===== src/rtl/c17_resp_misr.sv =====
// c17 response compactor: folds (N22,N23) pairs into a MISR.
// Counts patterns and checks the final signature against GOLDEN.
//
// Ports:
//   CK, RST            clock (rising edge), async active-high reset
//   start              begin a run (honoured in IDLE and DONE)
//   in_valid, N22, N23 response pair from the c17 netlist
//   resp_mask          per-bit injection mask (C17_MISR_XMASK_EN only)
//   in_ready           response accepted this cycle when in_valid=1
//   busy, done, pass   run status; pass is only meaningful with done
//   signature, pat_cnt current MISR and accepted-pattern count
//
// Optional feature macro: C17_MISR_XMASK_EN adds resp_mask after N23.
module c17_resp_misr #(
  parameter int                MISR_W = 16,
  parameter logic [MISR_W-1:0] POLY   = 16'h1021,
  parameter int                NPAT   = 32,
  parameter int                CNT_W  = 8,
  parameter logic [MISR_W-1:0] GOLDEN = 16'h0000
) (
  input  logic              CK,
  input  logic              RST,
  input  logic              start,
  input  logic              in_valid,
  input  logic              N22,
  input  logic              N23,
`ifdef C17_MISR_XMASK_EN
  input  logic [1:0]        resp_mask,
`endif
  output logic              in_ready,
  output logic              busy,
  output logic              done,
  output logic              pass,
  output logic [MISR_W-1:0] signature,
  output logic [CNT_W-1:0]  pat_cnt
);

  if (MISR_W < 2) begin : g_bad_w
    $error("c17_resp_misr: MISR_W must be >= 2");
  end

  if (NPAT < 1 || NPAT > (2**CNT_W) - 1) begin : g_bad_npat
    $error("c17_resp_misr: NPAT out of counter range");
  end

  localparam logic [CNT_W-1:0] LAST = CNT_W'(NPAT - 1);

  typedef enum logic [1:0] {
    IDLE,
    RUN,
    DONE
  } state_t;

  state_t state_q;
  state_t state_d;

  logic              clr;
  logic              acc;
  logic              last;
  logic              i22;
  logic              i23;
  logic [MISR_W-1:0] fb;
  logic [MISR_W-1:0] inj;
  logic [MISR_W-1:0] sig_q;
  logic [MISR_W-1:0] sig_nx;
  logic [CNT_W-1:0]  cnt_q;
  logic              pass_q;

  assign acc  = (state_q == RUN) && in_valid;
  assign last = (cnt_q == LAST);

`ifdef C17_MISR_XMASK_EN
  assign i22 = N22 & ~resp_mask[0];
  assign i23 = N23 & ~resp_mask[1];
`else
  assign i22 = N22;
  assign i23 = N23;
`endif

  assign fb  = sig_q[MISR_W-1] ? POLY : '0;
  assign inj = {{(MISR_W-2){1'b0}}, i23, i22};

  assign sig_nx = {sig_q[MISR_W-2:0], 1'b0}
                ^ fb ^ inj;

  always_comb begin
    state_d = state_q;
    clr     = 1'b0;
    unique case (state_q)
      IDLE: begin
        if (start) begin
          state_d = RUN;
          clr     = 1'b1;
        end
      end
      RUN: begin
        if (acc && last) begin
          state_d = DONE;
        end
      end
      DONE: begin
        if (start) begin
          state_d = RUN;
          clr     = 1'b1;
        end
      end
      default: begin
        state_d = IDLE;
      end
    endcase
  end

  always_ff @(posedge CK or posedge RST) begin
    if (RST) begin
      state_q <= IDLE;
    end else begin
      state_q <= state_d;
    end
  end

  // Data only moves on an accept, so X on N22/N23
  // outside an accept never reaches the register.
  always_ff @(posedge CK or posedge RST) begin
    if (RST) begin
      sig_q <= '0;
      cnt_q <= '0;
    end else if (clr) begin
      sig_q <= '0;
      cnt_q <= '0;
    end else if (acc) begin
      sig_q <= sig_nx;
      cnt_q <= cnt_q + 1'b1;
    end
  end

  // Verdict is taken from the value being written on
  // the final accept, so it is ready as DONE begins.
  always_ff @(posedge CK or posedge RST) begin
    if (RST) begin
      pass_q <= 1'b0;
    end else if (acc && last) begin
      pass_q <= (sig_nx == GOLDEN);
    end else if (state_d != DONE) begin
      pass_q <= 1'b0;
    end
  end

  assign in_ready  = (state_q == RUN);
  assign busy      = (state_q == RUN);
  assign done      = (state_q == DONE);
  assign pass      = pass_q && (state_q == DONE);
  assign signature = sig_q;
  assign pat_cnt   = cnt_q;

endmodule


===== config.mk =====
export PLATFORM = sky130hd
export DESIGN_NAME = c17_resp_misr
export DESIGN_NICKNAME = d
export VERILOG_FILES = /design/src/rtl/c17_resp_misr.sv
export SDC_FILE = /design/constraint.sdc
export NUM_CORES = 1
export LEC_CHECK = 0
export ABC_CLOCK_PERIOD_IN_PS = 2000
export CORE_ASPECT_RATIO = 1.2
export CORE_UTILIZATION = 51
export DETAILED_ROUTE_END_ITERATION = 10
export PLACE_DENSITY = 0.84
export SYNTH_ARGS = -nofsm -noshare
export SYNTH_HDL_FRONTEND = slang
export SYNTH_SLANG_ARGS = --single-unit

===== constraint.sdc =====
create_clock -name CK -period 2 [get_ports CK]
set_input_delay 0.6 -clock CK [delete_from_list [all_inputs] [get_ports CK]]
set_output_delay 0.6 -clock CK [all_outputs]
set_load 0.005 [all_outputs]

==> metrics.csv <==
metric,value,unit
grt_pass1_wl,4.87,mm
layout_common_cells,"31 x nand2_1, 29 x clkdlybuf4s50_1, 26 x dfrtp_1",
firstDrtPassIters,4,
clk_latency,350,ps
skew,7.79,ps
synth_simple_gate_area_share,31.4,%
synth_cell_type_count,28,
p_leak,0.767,nW
layout_setup_ws,58.8,ps
die_w,47.7,um
synth_edf_count,0,
syn_nets,144,
ys_warn_count,0,
finalCritPeriodShare,97.1,%
cellPowerDensity,1060,nW/um2
post_route_cells_drive_above_1_share,10.2,%
maxCapViolCount,0,
cts.clk_slew.worst_paths,150,ps
synth_top_family_by_area,simple AND/OR/NAND/NOR gates,
cp.arrival,1340,ps
fill_cells,176,
synth_area,1280,um2
startpoint_type,register,
cts_tree,yes,
synthAdderAreaFrac,0.980,%
overflow,0,
setup_violations,0,
drc,0,
htreeDepth,1,
place_hpwl,2.13,mm
numCtsBuffers,3,
nNetsFinal,185,
finalHoldViolations,0,
crit_type,reg -> out,
max_freq,515,MHz
std_cell_rows,19,
synth_compound_area_share,7.45,%
critPathMaxFanout,3,
place.gp.congestion,0.805,
cts_max_path_buffers,2,
routed_wl,3.07,mm
cts_hold_buf,0,
avgSynthCellArea,9.32,um2
area_growth,36.3,%
seq_area_frac_synth,52.9,%
vias_per_cell,5.64,
min_period,1940,ps
vias,1173,
preCtsSetupSlack,-43.4,ps
rsz0062_at_grt,no,
coreArea,2330,um2
maxSlewViolCount,0,
drtAntennaViolNets,0,
synthXorXnorAreaFrac,2.75,%
ir_drop,0.000973,V
antenna_cells,0,
end_kind,output pin,
initial_core_util,54.8,%
synthMuxAreaShare,0.784,%
die_area,2710,um2
grt_use_total,25.3,%
synth_flop_cell,dfrtp_1,
worst-endpoint-required,1400,ps
synthCells,137,
hold_class,reg -> reg,
worst_pin_slew,520,ps
routedWlPerCell,14.8,um
p_total,1.84,mW
drtIter0Drc,28,
grt_start_max_net_pins,28,
grt_pass1_vias,1077,
outcome,"finished, final reports clean",
synth-seq-cells,27,
numClockSinks,27,
antenna_found_initial,0,
die_h,56.8,um
cts_root_buf,clkbuf_4,
async_flop_share,100,%
io-pin-count,34,
maxSlewHeadroom,65.2,%
final_common_cell,nand2_1,
port_buffers,33,
-- routing by layer --
layer,track usage (%),vias up,routed length (um)
li1,-,557,-
met1,30.8,557,1240
met2,42.3,50,1610
met3,3.54,9,136
met4,11.9,0,91
met5,0,-,0
-- registers in the layout, summed over array words and instances, names as in the netlist --
register,flops
pass_q,1
pat_cnt,8
signature,16
state_q,2
-- power breakdown --
part	internal [mW]	switching, mW	total (mW)
clock	0.0770	0.174	0.251
combinational	0.423	0.279	0.702
sequential	0.696	0.186	0.882
-- final cells by class --
class                   instances  area, um2  area share, %
clock inverters                 1       7.51          0.432
clock buffers                   3       22.5           1.29
inverters                       4       15.0          0.863
well taps                      31       38.8           2.23
flip-flops and latches         27        677           38.9
multi-input cells              99        563           32.4
repair buffers                 43        415           23.9
-- critical path, stage by stage (launching register included) --
cell and delay [ps]:
dfrtp_1 400, buf_4 150, nor2b_4 110, and2_1 130, clkdlybuf4s15_1 210
-- synth_stat cells, types with 3 or more instances --
master	n	share of area, %
inv_1	4	1.2
nor2b_1	3	1.5
xnor2_1	4	2.7
dfrtp_1	27	53
nor4_1	5	2.5
clkbuf_1	4	1.2
o21ai_0	8	3.1
o31ai_1	3	1.8
nand3_1	19	7.5
nand2_1	31	9.1
a21oi_1	5	2.0
-- kinds of logic after synthesis --
family	count (synthesis)
adders and majority gates	1
AOI/OAI and AO/OA	17
xor gates and xnor gates	4
buffers and inverters	11
DFF	27
and+or+nand+nor	76
muxes	1
-- stage by stage --
| stage | instance area [um2] | hold WS [ps] | TNS, ps | std cells | util [%] |
|---|---|---|---|---|---|
| 2_1_floorplan | 1280 | 475 | 0 | 137 | - |
| 3_3_place_gp | 1660 | 498 | 0 | 199 | 71.4 |
| 5_1_grt | 1740 | 577 | 0 | 208 | 74.7 |
| 6_report | 1740 | 541 | 0 | 208 | 74.7 |
| 3_5_place_dp | 1660 | 509 | -94.4 | 199 | 71.4 |
| 4_1_cts | 1730 | 544 | 0 | 208 | 74.3 |
-- final timing paths --
kind,start,endpoint,slack [ps],depth (start not counted)
max,state_q[0],pass,60,4
min,signature[8],signature[9],540,2
max reg2reg,state_q[0],pat_cnt[5],430,6
min reg2reg,signature[8],signature[9],540,2
max in group asynchronous,RST,signature[15],1140,3
min in group asynchronous,RST,pat_cnt[0],580,3
-- timing repair --
item,in CTS,in global routing
setup buffers,5,0
pin swaps,0,0
setup endpoints to repair,5,2
endpoints found under the hold margin,0,0
resized for setup,7,3
No activity file was read; power rests on OpenSTA's default activity.
